File: src/rtl/btn_pkg.sv
// -----------------------------------------------------------------------------
// btn_pkg -- shared definitions for the push-button conditioner.
//
// Contents:
//   rpt_state_e   : per-channel auto-repeat FSM states (IDLE, DELAY, REPEAT)
//   idx_width()   : $clog2 with a floor of 1, for index/timer widths that must
//                   never collapse to zero bits
//   DIR_*         : channel indices of the snake game direction buttons, so
//                   game cores can decode cmd_idx without magic numbers
// -----------------------------------------------------------------------------
package btn_pkg;

  typedef enum logic [1:0] {
    IDLE   = 2'd0,
    DELAY  = 2'd1,
    REPEAT = 2'd2
  } rpt_state_e;

  localparam int DIR_LEFT  = 0;
  localparam int DIR_RIGHT = 1;
  localparam int DIR_UP    = 2;
  localparam int DIR_DOWN  = 3;

  // Number of bits needed to hold the values 0..n-1, never less than 1.
  function automatic int idx_width(input int n);
    if (n <= 1) begin
      return 1;
    end
    return $clog2(n);
  endfunction

endpackage : btn_pkg

File: src/rtl/btn_channel.sv
// -----------------------------------------------------------------------------
// btn_channel -- conditioning for a single push-button bit.
//
// Pipeline: 2-flop synchroniser -> stable-count debouncer -> registered
// press/release edge pulses -> optional auto-repeat FSM.
//
// Build option: define BTN_AUTO_REPEAT_EN to build the auto-repeat FSM and
// timer; without it repeat_o is a constant 0 and no repeat logic exists.
//
// Ports:
//   clk        in   system clock
//   reset      in   synchronous, active-high reset
//   raw_i      in   asynchronous noisy button input, 1 = pressed
//   level_o    out  debounced level
//   press_o    out  1-cycle pulse, first cycle the debounced level reads 1
//   release_o  out  1-cycle pulse, first cycle the debounced level reads 0
//   repeat_o   out  1-cycle auto-repeat pulse while the button stays held
// -----------------------------------------------------------------------------
module btn_channel
  import btn_pkg::*;
#(
  parameter int DEBOUNCE_CYCLES = 1000000,
  parameter int REPEAT_DELAY    = 25000000,
  parameter int REPEAT_PERIOD   = 5000000
) (
  input  logic clk,
  input  logic reset,
  input  logic raw_i,
  output logic level_o,
  output logic press_o,
  output logic release_o,
  output logic repeat_o
);

  localparam int CNT_W = $clog2(DEBOUNCE_CYCLES + 1);

  // Catch impossible timing configurations at elaboration.
  if (DEBOUNCE_CYCLES < 1 || REPEAT_DELAY < 1 || REPEAT_PERIOD < 1) begin : g_bad_cfg
    $error("btn_channel: DEBOUNCE_CYCLES, REPEAT_DELAY and REPEAT_PERIOD must be >= 1");
  end

  // ---------------------------------------------------------------------------
  // Synchroniser
  // ---------------------------------------------------------------------------
  logic sync1_q;
  logic sync2_q;

  always_ff @(posedge clk) begin
    if (reset) begin
      sync1_q <= 1'b0;
      sync2_q <= 1'b0;
    end else begin
      sync1_q <= raw_i;
      sync2_q <= sync1_q;
    end
  end

  // ---------------------------------------------------------------------------
  // Debouncer and edge pulses
  // ---------------------------------------------------------------------------
  logic [CNT_W-1:0] cnt_q, cnt_d;
  logic             level_q, level_d;
  logic             press_q, press_d;
  logic             release_q, release_d;
  logic             accept;

  always_comb begin
    cnt_d  = cnt_q;
    accept = 1'b0;
    if (sync2_q == level_q) begin
      // Any agreement restarts the count, so a glitch leaves no trace.
      cnt_d = '0;
    end else if (cnt_q == CNT_W'(DEBOUNCE_CYCLES - 1)) begin
      accept = 1'b1;
      cnt_d  = '0;
    end else begin
      cnt_d = cnt_q + 1'b1;
    end

    // Pulses are registered alongside the level so they appear in exactly
    // the cycle the new level first becomes visible.
    level_d   = accept ? sync2_q : level_q;
    press_d   = accept & sync2_q;
    release_d = accept & ~sync2_q;
  end

  always_ff @(posedge clk) begin
    if (reset) begin
      cnt_q     <= '0;
      level_q   <= 1'b0;
      press_q   <= 1'b0;
      release_q <= 1'b0;
    end else begin
      cnt_q     <= cnt_d;
      level_q   <= level_d;
      press_q   <= press_d;
      release_q <= release_d;
    end
  end

  assign level_o   = level_q;
  assign press_o   = press_q;
  assign release_o = release_q;

  // ---------------------------------------------------------------------------
  // Auto-repeat
  // ---------------------------------------------------------------------------
`ifdef BTN_AUTO_REPEAT_EN
  localparam int RPT_MAX = (REPEAT_DELAY > REPEAT_PERIOD) ? REPEAT_DELAY : REPEAT_PERIOD;
  localparam int TMR_W   = idx_width(RPT_MAX);

  rpt_state_e       state_q, state_d;
  logic [TMR_W-1:0] tmr_q, tmr_d;
  logic             repeat_q, repeat_d;

  // The FSM reacts to the debounce decision (press_d/release_d) rather than
  // the registered pulses, so the timer is loaded on the same edge that
  // raises press_q. That keeps the first repeat exactly REPEAT_DELAY cycles
  // after the press pulse and lets a release suppress a coincident repeat.
  always_comb begin
    state_d  = state_q;
    tmr_d    = tmr_q;
    repeat_d = 1'b0;
    if (release_d) begin
      state_d = IDLE;
    end else if (press_d) begin
      state_d = DELAY;
      tmr_d   = TMR_W'(REPEAT_DELAY - 1);
    end else begin
      case (state_q)
        DELAY, REPEAT: begin
          if (tmr_q == '0) begin
            repeat_d = 1'b1;
            state_d  = REPEAT;
            tmr_d    = TMR_W'(REPEAT_PERIOD - 1);
          end else begin
            tmr_d = tmr_q - 1'b1;
          end
        end
        default: begin
          tmr_d = tmr_q;
        end
      endcase
    end
  end

  always_ff @(posedge clk) begin
    if (reset) begin
      state_q  <= IDLE;
      tmr_q    <= '0;
      repeat_q <= 1'b0;
    end else begin
      state_q  <= state_d;
      tmr_q    <= tmr_d;
      repeat_q <= repeat_d;
    end
  end

  assign repeat_o = repeat_q;
`else
  assign repeat_o = 1'b0;
`endif

endmodule : btn_channel

File: src/rtl/btn_conditioner.sv
// -----------------------------------------------------------------------------
// btn_conditioner -- conditions NUM_CH active-high push-buttons and produces a
// single encoded command per cycle for the game logic.
//
// Each channel (btn_channel) synchronises, debounces and edge-detects one
// button; an optional auto-repeat FSM per channel emits repeat pulses while a
// button is held. A lowest-index-wins arbiter over (press | repeat) drives
// cmd_valid/cmd_idx in the same cycle as the pulses. Losing requests are
// dropped, not queued.
//
// Build option: define BTN_AUTO_REPEAT_EN to enable auto-repeat. Without it
// btn_repeat is 0 and the arbiter effectively sees btn_press only.
//
// Ports:
//   clk          in   system clock
//   reset        in   synchronous, active-high reset
//   btn_raw      in   [NUM_CH]  noisy asynchronous buttons, 1 = pressed
//   btn_level    out  [NUM_CH]  debounced levels
//   btn_press    out  [NUM_CH]  1-cycle pulse on debounced 0->1
//   btn_release  out  [NUM_CH]  1-cycle pulse on debounced 1->0
//   btn_repeat   out  [NUM_CH]  1-cycle auto-repeat pulses
//   cmd_valid    out  any press/repeat pulse this cycle
//   cmd_idx      out  lowest channel index with a press/repeat; 0 when idle
// -----------------------------------------------------------------------------
module btn_conditioner
  import btn_pkg::*;
#(
  parameter int NUM_CH          = 4,
  parameter int DEBOUNCE_CYCLES = 1000000,
  parameter int REPEAT_DELAY    = 25000000,
  parameter int REPEAT_PERIOD   = 5000000
) (
  input  logic                         clk,
  input  logic                         reset,
  input  logic [NUM_CH-1:0]            btn_raw,
  output logic [NUM_CH-1:0]            btn_level,
  output logic [NUM_CH-1:0]            btn_press,
  output logic [NUM_CH-1:0]            btn_release,
  output logic [NUM_CH-1:0]            btn_repeat,
  output logic                         cmd_valid,
  output logic [idx_width(NUM_CH)-1:0] cmd_idx
);

  localparam int IDX_W = idx_width(NUM_CH);

  if (NUM_CH < 1 || NUM_CH > 16) begin : g_bad_num_ch
    $error("btn_conditioner: NUM_CH must be in 1..16");
  end

  // ---------------------------------------------------------------------------
  // Per-channel conditioning
  // ---------------------------------------------------------------------------
  for (genvar gi = 0; gi < NUM_CH; gi++) begin : g_ch
    btn_channel #(
      .DEBOUNCE_CYCLES (DEBOUNCE_CYCLES),
      .REPEAT_DELAY    (REPEAT_DELAY),
      .REPEAT_PERIOD   (REPEAT_PERIOD)
    ) u_ch (
      .clk       (clk),
      .reset     (reset),
      .raw_i     (btn_raw[gi]),
      .level_o   (btn_level[gi]),
      .press_o   (btn_press[gi]),
      .release_o (btn_release[gi]),
      .repeat_o  (btn_repeat[gi])
    );
  end

  // ---------------------------------------------------------------------------
  // Command arbiter: purely combinational from the registered pulses so the
  // command lines up with the pulse cycle. Scanning from the top down lets the
  // lowest set index overwrite any higher one.
  // ---------------------------------------------------------------------------
  logic [NUM_CH-1:0] cmd_req;

  assign cmd_req = btn_press | btn_repeat;

  always_comb begin
    cmd_valid = |cmd_req;
    cmd_idx   = '0;
    for (int i = NUM_CH - 1; i >= 0; i--) begin
      if (cmd_req[i]) begin
        cmd_idx = IDX_W'(i);
      end
    end
  end

endmodule : btn_conditioner

File: config.mk
export PLATFORM = sky130hd
export DESIGN_NAME = btn_conditioner
export DESIGN_NICKNAME = d
export VERILOG_FILES = /design/src/rtl/btn_pkg.sv /design/src/rtl/btn_channel.sv /design/src/rtl/btn_conditioner.sv
export SDC_FILE = /design/constraint.sdc
export NUM_CORES = 1
export LEC_CHECK = 0
export CELL_PAD_IN_SITES_DETAIL_PLACEMENT = 1
export CELL_PAD_IN_SITES_GLOBAL_PLACEMENT = 2
export CORE_ASPECT_RATIO = 0.5
export CORE_UTILIZATION = 38
export CTS_BUF_LIST = sky130_fd_sc_hd__clkbuf_4
export CTS_CLUSTER_DIAMETER = 40
export DETAILED_ROUTE_END_ITERATION = 6
export GPL_TIMING_DRIVEN = 0
export MAX_ROUTING_LAYER = met4
export PLACE_DENSITY_LB_ADDON = 0.1
export SETUP_SLACK_MARGIN = 0.3
export SYNTH_ARGS = -nofsm -noshare
export SYNTH_HDL_FRONTEND = slang
export SYNTH_SLANG_ARGS = --single-unit
File: constraint.sdc
create_clock -name clk -period 2.3 [get_ports clk]
set_clock_uncertainty 0.05 [all_clocks]
set_input_delay 0.46 -clock clk [delete_from_list [all_inputs] [get_ports clk]]
set_output_delay 0.46 -clock clk [all_outputs]
set_load 0.02 [all_outputs]
Word level (Yosys, flattened, before mapping)
Cells that the tools add are included.
- register bits after elaboration: 100
- logic and storage cells: 65
- output and inout bits: 19
- equality and inequality tests: 8
- bitwise gates (word level): 12
- muxes and demuxes: 12
- add/sub/neg operators: 4
- reduce and logical (&&, ||, !) cells: 5
- operators by type and width (kind ; count):
    $add A20 B1 Y20 const B ; 4
    $eq A20 B20 Y1 const B ; 4
    $reduce_or A3 Y1 ; 4
    $and A1 B1 Y1 ; 8
    $mux W1 ; 8
    $mux W2 ; 4
    $eq A1 B1 Y1 ; 4
    $not A1 Y1 ; 4
    $reduce_or A4 Y1 ; 1

Logic depth before layout (Yosys ltp)
Gate-level depths: netlist (run 1).
- word-level depth: 4
- gate-level depth with buffers: 7
- gate-level depth less buffers: 5

Hierarchy
Synthesis (run 1) repeated with hierarchy kept, for this count alone.
- cell total of the unflattened synthesis: 512
- area total of the unflattened synthesis: 4708.3 µm²
- by module, submodules not included (module ; instances ; cells each ; seq. area each (µm²) ; area an instance (µm²)):
    btn_channel ; 4 ; 126 ; 500.5 ; 1164.9
    btn_conditioner ; 1 ; 8 ; 0.0 ; 48.8

Worst setup path before layout (run 1)
Ideal clock, no wire load.
- path type: reg2reg
- start point: register g_ch[0].u_ch.cnt_q[0]
- end point: register g_ch[0].u_ch.cnt_q[18]
- setup time: 0.073 ns
- stages on the path, launching flop included: 7
- clock period less this slack: 1.993 ns
- setup slack: 0.307 ns
- arrival time: 1.871 ns
- cells stage by stage: dfxtp_1 > ha_1 > nand2_1 > or4_1 > buf_2 > or4_1 > a21oi_1
- longest elaborated chain between the ends: 2
- ends and longest elaborated chain (item ; line ; source):
    start, declared ; btn_channel.sv:61 ; logic [CNT_W-1:0] cnt_q, cnt_d;
    start signal, assigned ; btn_channel.sv:94 ; cnt_q <= cnt_d;
    parallel branches: the longest is 2 deep, another holds $add A20 B1 Y20 ; n/a ;
Parallel ways; which one is timed is not known.
A chain may end at the register's enable or synchronous reset.

Final worst setup path (run 1)
- start point: register g_ch[2].u_ch.cnt_q[11]
- end point: register g_ch[2].u_ch.cnt_q[19]
- longest elaborated chain between the ends: 2
- ends and longest elaborated chain (item ; line):
    start, declared ; btn_channel.sv:61
    start signal, assigned ; btn_channel.sv:94
    parallel branches: the longest is 2 deep, another holds $add A20 B1 Y20 ; n/a
Parallel ways; which one is timed is not known.

==> metrics.md, run 1 <==
| Metric | Value |
|---|---|
| Sequential share of power | `between 60% and 70%` |
| Hold Crit Class | `flip-flop to flip-flop` |
| Cell area after layout | `~5200 sq um` |
| Worst flop-to-flop path startpoint | `g_ch[2].u_ch.cnt_q[11]$_SDFF_PP0_` |
| Vias per inst | `between 5 and 6` |
| Fmax achieved | `roughly 490 MHz` |
| Pint | `~2.1 mW` |
| Total grt overflow | `0` |
| Post-layout minimum cycle time | `2.05 ns` |
| Pre-CTS WS | `-0.509 ns` |
| Post-DP HPWL | `just under 7000 um` |
| Post-synthesis average cell area | `between 8 and 9 sq um` |
| Hold Path Sink | `g_ch[1].u_ch.sync2_q$_SDFF_PP0_` |
| Post-synth EDFFs | `0` |
| Synth top area share | `45.2%` |
| Final Wtd Congestion | `between 0.7 and 0.8` |
| Slew Limit Headroom | `66.0%` |
| Root buffer cell | `clkbuf_4` |
| Cts bufs inserted | `9` |
| Crit end category | `flip-flop` |
| Fin worst setup slack | `between 0.2 and 0.3 ns` |
| HP Start | `g_ch[1].u_ch.sync1_q$_SDFF_PP0_` |
| GRT Resource Usage Total | `around 18%` |
| NetSw | `a little over 0.6 mW` |
| Sequential fraction of the synthesis area | `a little under half` |
| Die area | `about 12,000 sq um` |
| Post-synthesis register bit count | `100` |
| Largest cells by area after synthesis | `dfxtp_1, nor2_1, xor2_1` |
| Synth area leader | `dfxtp_1` |
| Hold Crit Depth | `1` |
| R2R cell count | `5` |
| Die X-Extent | `about 150 um` |
| RSZ-0062 raised after global routing | `yes` |
| R2r endpoint | `g_ch[2].u_ch.cnt_q[19]$_SDFF_PP0_` |
| CP Max Fanout | `8` |
| Worst path required time | `roughly 2.6 ns` |
| Initial antenna violation count | `0` |
| H-Tree Depth | `3` |
| Max incr delay on CP | `0.59 ns` |
| WL/cell | `~14 um` |
| Startpoint types | `flip-flop` |
| Final Slew Violations | `0` |
| Fin crit share | `between 80% and 90%` |
| Die H | `around 78 um` |
| Worst-path clk slew | `approximately 0.16 ns` |
| I/O pin count | `25` |
| Status | `finished, final reports clean` |
| CTS Hold Bufs | `0` |
| Drt initial violations | `128` |
| Fin Setup TNS | `0 ns` |
| Fin. Hold Viols | `0` |
| Clock power frac | `roughly a third` |
| Nets | `569` |
| Synthesized cell area | `4430 sq um` |
| Critical path class | `flip-flop to flip-flop` |
| Global-route wire length before repair | `between 15,000 and 20,000 um` |
| Clk buf depth | `2` |
| Ys flop type | `dfxtp_1` |
| Starting Density | `39.7%` |
| Worst Max-Slew Pin Slew | `0.510 ns` |
| Proportion of layout cells with a drive suffix above 1 | `slightly below 20%` |
| Combinational share of power | `approximately 2.3%` |
| Residual DRC | `0` |
| Post-DRT Antenna Nets | `0` |
| CP arrival | `2.34 ns` |
| Power, Total | `about 2.7 mW` |
| Vias in the first global route | `approximately 3,600` |
| Leak | `between 1.5 and 2 nW` |
| Endpoints failing setup | `0` |
| Sink Count | `100` |
| R2r setup slk | `0.25 ns` |
| Switching share of power | `22.9%` |
| Hold_ws | `slightly above 0.4 ns` |
| Core Region | `about 11,000 sq um` |
| Max VDD drop | `330 uV` |
| Crit path cell chain | `or4bb_1, or4_4, o21ai_4, buf_6, a21oi_1` |
| Placed Area | `slightly below 5000 sq um` |
| Power Density | `a little over 500 nW/um^2` |
| Clock Latency Late Sink | `0.45 ns` |
| DR pass1 iterations | `4` |
| Row Count | `27` |
| # port buffers | `20` |
| Slowest cell on the critical path | `or4_4` |
| Vias after detailed routing | `roughly 3,700` |
| Largest net degree at the start of global routing | `16` |
| Layout Area Growth over Synthesis | `18.5%` |
| Total Wirelength | `roughly 10,000 um` |
| Cells after Synth | `between 500 and 600` |
| Inserted Diodes | `0` |
| Max-Cap Viols | `0` |
| TritonCTS clock tree | `done` |
| Synth Warn # | `0` |
| Ys async rst share | `0%` |
| Post-synth cell types | `39` |
## cell families after synthesis
kind of cell | share of synthesized area, %
simple gates | 29.7
flops | 45.2
xor+xnor | 9.50
compound gates | 8.71
other cells | 0.0847
fa+ha+maj | 1.13
buf+inv | 5.68
## synthesized netlist by cell type, drive strengths merged, types with 12 or more instances
library cell / instances
buf: 21
or4: 18
or3: 17
nand3: 31
nand2: 25
xor2: 26
nor2: 63
and3: 13
a21oi: 33
nand4: 19
o31ai: 14
dfxtp: 100
o21ai: 19
xnor2: 22
inv: 15
clkbuf: 12
## critical path: cells and delay by family (launching register included)
| family | cells | cell delay (ns) |
|---|---|---|
| AND/OR/NAND/NOR | 2 | 1.06 |
| flip-flops | 1 | 0.38 |
| AO/OA/AOI/OAI | 2 | 0.27 |
| buffers and inverters | 1 | 0.17 |
## power by group through the flow
| stage | clock network, mW | registers [mW] | logic, mW |
|---|---|---|---|
| 3_3_place_gp | 0 | 1.78 | 0.0545 |
| 2_1_floorplan | 0 | 1.78 | 0.0355 |
| 5_1_grt | 1.02 | 1.74 | 0.0692 |
| 4_1_cts | 0.965 | 1.75 | 0.0617 |
| 3_5_place_dp | 0 | 1.78 | 0.0551 |
| 6_report | 0.914 | 1.74 | 0.0631 |
## cell usage in the layout, fill, tap and decap left out, drive strengths merged, types with 13 or more instances in the layout
cell / n
a21oi: 33
and3: 13
buf: 40
clkbuf: 21
dfxtp: 100
dlygate4sd2: 13
inv: 15
nand2: 25
nand3: 31
nand4: 19
nor2: 63
o21ai: 19
o31ai: 14
or3: 17
or4: 18
xnor2: 22
xor2: 26
## routing by layer
layer | track usage, % | wire length (um) | vias to the layer above
met5 | - | 0 | -
met4 | 3.96 | 70 | 0
met3 | 4.64 | 243 | 8
met2 | 29.6 | 4610 | 24
met1 | 23.0 | 5170 | 1779
li1 | - | - | 1882
## registers in the layout, summed over array words and instances, names as in the netlist
register and flops:
g_ch.u_ch.level_o 4, g_ch.u_ch.press_o 4, g_ch.u_ch.cnt_q 80, g_ch.u_ch.release_o 4
g_ch.u_ch.sync2_q 4, g_ch.u_ch.sync1_q 4
## cell type report
type / instances / area [sq um]
tap: 145 / 181
inverter: 15 / 56.3
timing repair buffer: 37 / 317
fill: 1314 / 5900
clock buffer: 10 / 75.1
clock inverter: 5 / 53.8
sequential: 100 / 2040
buffer: 33 / 216
multi-input combinational: 363 / 2300
## through the flow
stage / util [%] / cells
after global routing: 47.0 / 708
final: 47.0 / 708
after floorplan: - / 511
after global placement: 43.2 / 676
after CTS: 45.9 / 701
after detailed placement: 43.2 / 676
## repair_timing
item | 4_1_cts | 5_1_grt
cloned | 1 | 0
pin swaps | 16 | 6
endpoints found under the setup margin | 93 | 71
buffers inserted | 9 | 7
resized for setup | 55 | 35
## worst max-delay path by stage
stage,from,cells past startpoint,endpoint
final,g_ch[2].u_ch.cnt_q[11]$_SDFF_PP0_,5,g_ch[2].u_ch.cnt_q[19]$_SDFF_PP0_
after global routing,g_ch[2].u_ch.cnt_q[1]$_SDFF_PP0_,6,g_ch[2].u_ch.cnt_q[18]$_SDFF_PP0_
after CTS,g_ch[2].u_ch.cnt_q[11]$_SDFF_PP0_,5,g_ch[2].u_ch.cnt_q[19]$_SDFF_PP0_
after detailed placement,reset,6,g_ch[0].u_ch.cnt_q[7]$_SDFF_PP0_
after global placement,reset,6,g_ch[0].u_ch.cnt_q[11]$_SDFF_PP0_
after floorplan,g_ch[0].u_ch.cnt_q[0]$_SDFF_PP0_,6,g_ch[0].u_ch.cnt_q[18]$_SDFF_PP0_
No activity file was read; power rests on OpenSTA's default activity.
==> run 2, diff against run 1 <==
- TNS_END_PERCENT: unset -> 20
==> run 2 against run 1 <==
Die area is the same. Routed wire length shrank 2.4%. Total power shrank 0.29%. Critical path type unchanged. Largest cell class unchanged.
==> metrics.md, run 2 (same netlist as run 1, synthesis figures left out) <==
| Metric | Value |
|---|---|
| Status | `finished, final reports clean` |
| Starting Density | `39.7% (unchanged)` |
| Clock Latency Late Sink | `0.44 ns (about the same)` |
| WL/cell | `14.1 um (-1.2%)` |
| Hold_ws | `0.407 ns (-0.0000820 ns)` |
| Max reg flops | `80 (unchanged)` |
| M2 GR Usage | `28.1% (-1.4 points)` |
| Critical path class | `flip-flop to flip-flop` |
| Most common cell after layout, fill and taps aside | `dfxtp_1` |
| RSZ-0062 raised after global routing | `yes` |
| Clk buf depth | `2 (unchanged)` |
| Final Slew Violations | `0 (unchanged)` |
| I/O pin count | `25 (unchanged)` |
| Residual DRC | `0 (unchanged)` |
| Commonest cells after routing, fill and taps aside | `dfxtp_1, nor2_1, a21oi_1` |
| Max-Cap Viols | `0 (unchanged)` |
| TritonCTS clock tree | `done` |
| Grt met1 use | `22.3% (-0.69 points)` |
| Fmax achieved | `467 MHz (-4.5%)` |
| Largest net degree at the start of global routing | `16 (unchanged)` |
| H-Tree Depth | `3 (unchanged)` |
| Post-layout minimum cycle time | `2.14 ns (+0.0958 ns)` |
| Die X-Extent | `155 um (unchanged)` |
| Final Wtd Congestion | `0.738 (unchanged)` |
| Global-route wire length before repair | `16,500 um (-3.3%)` |
| Initial antenna violation count | `0 (unchanged)` |
| Die H | `78.3 um (unchanged)` |
| Fin. Hold Viols | `0 (unchanged)` |
| Drt initial violations | `119 (-7.0%)` |
| GRT Resource Usage Total | `17.6% (-0.66 points)` |
| Die area | `12,100 sq um (unchanged)` |
| Worst-path clk slew | `0.16 ns (about the same)` |
| CP arrival | `2.43 ns (+0.09 ns)` |
| Max VDD drop | `332 uV (+0.47%)` |
| Inserted Diodes | `0 (unchanged)` |
| Pre-CTS WS | `-0.509 ns (unchanged)` |
| FILL cells | `1,319 (+0.38%)` |
| Top reg by flops | `g_ch.u_ch.cnt_q` |
| Power Density | `528 nW/um^2 (+1.9%)` |
| Vias per inst | `5.19 (-0.44%)` |
| Power, Total | `2.71 mW (-0.29%)` |
| Row Count | `27 (unchanged)` |
| Layout Area Growth over Synthesis | `16.0%` |
| Leak | `1.60 nW (-6.6%)` |
| # port buffers | `20 (unchanged)` |
| Post-DP HPWL | `6890 um (unchanged)` |
| Post-DRT Antenna Nets | `0 (unchanged)` |
| Vias after detailed routing | `3,630 (-1.7%)` |
| Endpoints failing setup | `0 (unchanged)` |
| Proportion of layout cells with a drive suffix above 1 | `13.9% (-5.5 points)` |
| Vias in the first global route | `3,517 (-1.9%)` |
| Core Region | `11,100 sq um (unchanged)` |
| Total grt overflow | `0 (unchanged)` |
| Hold Crit Class | `flip-flop to flip-flop` |
| Placed Area | `4820 sq um (unchanged)` |
| CTS Hold Bufs | `0 (unchanged)` |
| Crit end category | `flip-flop` |
| CP Max Fanout | `8 (unchanged)` |
| Layer with the highest usage | `met2` |
| DR pass1 iterations | `4 (unchanged)` |
| Worst path required time | `2.59 ns (about the same)` |
| Nets | `560 (-1.6%)` |
| Sink Count | `100 (unchanged)` |
| GR Util met3 | `4.64% (unchanged)` |
| Cts bufs inserted | `9 (unchanged)` |
| Root buffer cell | `clkbuf_4` |
| Fin crit share | `93.1% (+4.2 points)` |
| Total Wirelength | `9850 um (-2.4%)` |
| Startpoint types | `flip-flop` |
| Cell area after layout | `5130 sq um (-2.1%)` |
| Fin Setup TNS | `0 ns (unchanged)` |
| Fin worst setup slack | `0.158 ns (-0.0958 ns)` |
-- run 2: cell types whose count changed in the layout (fill, tap and decap cells not counted), moves of 3 or more --
cell             delta
or4_4               -4
nor2_4              +4
dfxtp_2            -10
buf_6               -4
buf_4               -8
or4_1               +4
a21oi_2             -4
clkbuf_2            -3
dlygate4sd2_1      -12
clkdlybuf4s50_1    +12
a21oi_1             +4
dfxtp_1            +10
nor2_1              -5
clkbuf_1            +3
-- run 2: worst paths after layout --
kind | from | endpoint | slack, ns | depth (start not counted)
worst max-delay path | g_ch[2].u_ch.cnt_q[13]$_SDFF_PP0_ | g_ch[2].u_ch.cnt_q[17]$_SDFF_PP0_ | 0.16 | 5
worst min-delay path | g_ch[1].u_ch.sync1_q$_SDFF_PP0_ | g_ch[1].u_ch.sync2_q$_SDFF_PP0_ | 0.41 | 1
worst max register to register | g_ch[2].u_ch.cnt_q[13]$_SDFF_PP0_ | g_ch[2].u_ch.cnt_q[17]$_SDFF_PP0_ | 0.16 | 5
worst min register to register | g_ch[1].u_ch.sync1_q$_SDFF_PP0_ | g_ch[1].u_ch.sync2_q$_SDFF_PP0_ | 0.41 | 1
-- run 2: layer usage --
layer | up-vias | wire (um) | share of wire [%]
li1 | 1869 | - | -
met1 | 1731 | 5140 | 52
met2 | 22 | 4380 | 44
met3 | 8 | 249 | 2.5
met4 | 0 | 74 | 0.75
met5 | - | 0 | 0
-- run 2: per-stage QoR --
| step | util (%) | std cells |
|---|---|---|
| floorplan | - | 511 |
| global placement | 43.2 | 676 |
| detailed placement | 43.2 | 676 |
| CTS | 44.7 | 692 |
| global route | 46.0 | 699 |
| finish | 46.0 | 699 |
-- run 2: final cells by class --
type                    instances  area [sq um]  share of cell area (%)
plain buffers                  33           204                    3.97
clock buffers                  10          75.1                    1.46
clock inverters                 5          53.8                    1.05
inverters                      15          56.3                    1.10
multi-input cells             363          2260                    44.1
flip-flops and latches        100          2030                    39.5
well taps                     145           181                    3.53
repair buffers                 28           268                    5.22
-- run 2: critical path: stages (launching register included) --
cell,delay [ns]
dfxtp_2,0.37
or4bb_1,0.50
or4_4,0.60
o21ai_4,0.25
buf_4,0.21
a21oi_1,0.05
-- run 2: power breakdown --
part / leakage (nW) / switching [mW] / internal [mW]
sequential: 0.815 / 0.00602 / 1.74
clock: 0.0659 / 0.574 / 0.333
combinational: 0.723 / 0.0349 / 0.0255
total: 1.60 / 0.615 / 2.10
-- run 2: timing repair --
action                                  CTS  global route
gates cloned                              0             1
pin swaps                                 1             8
resized for setup                         8            41
setup buffers                             1             6
endpoints found under the setup margin   93            89
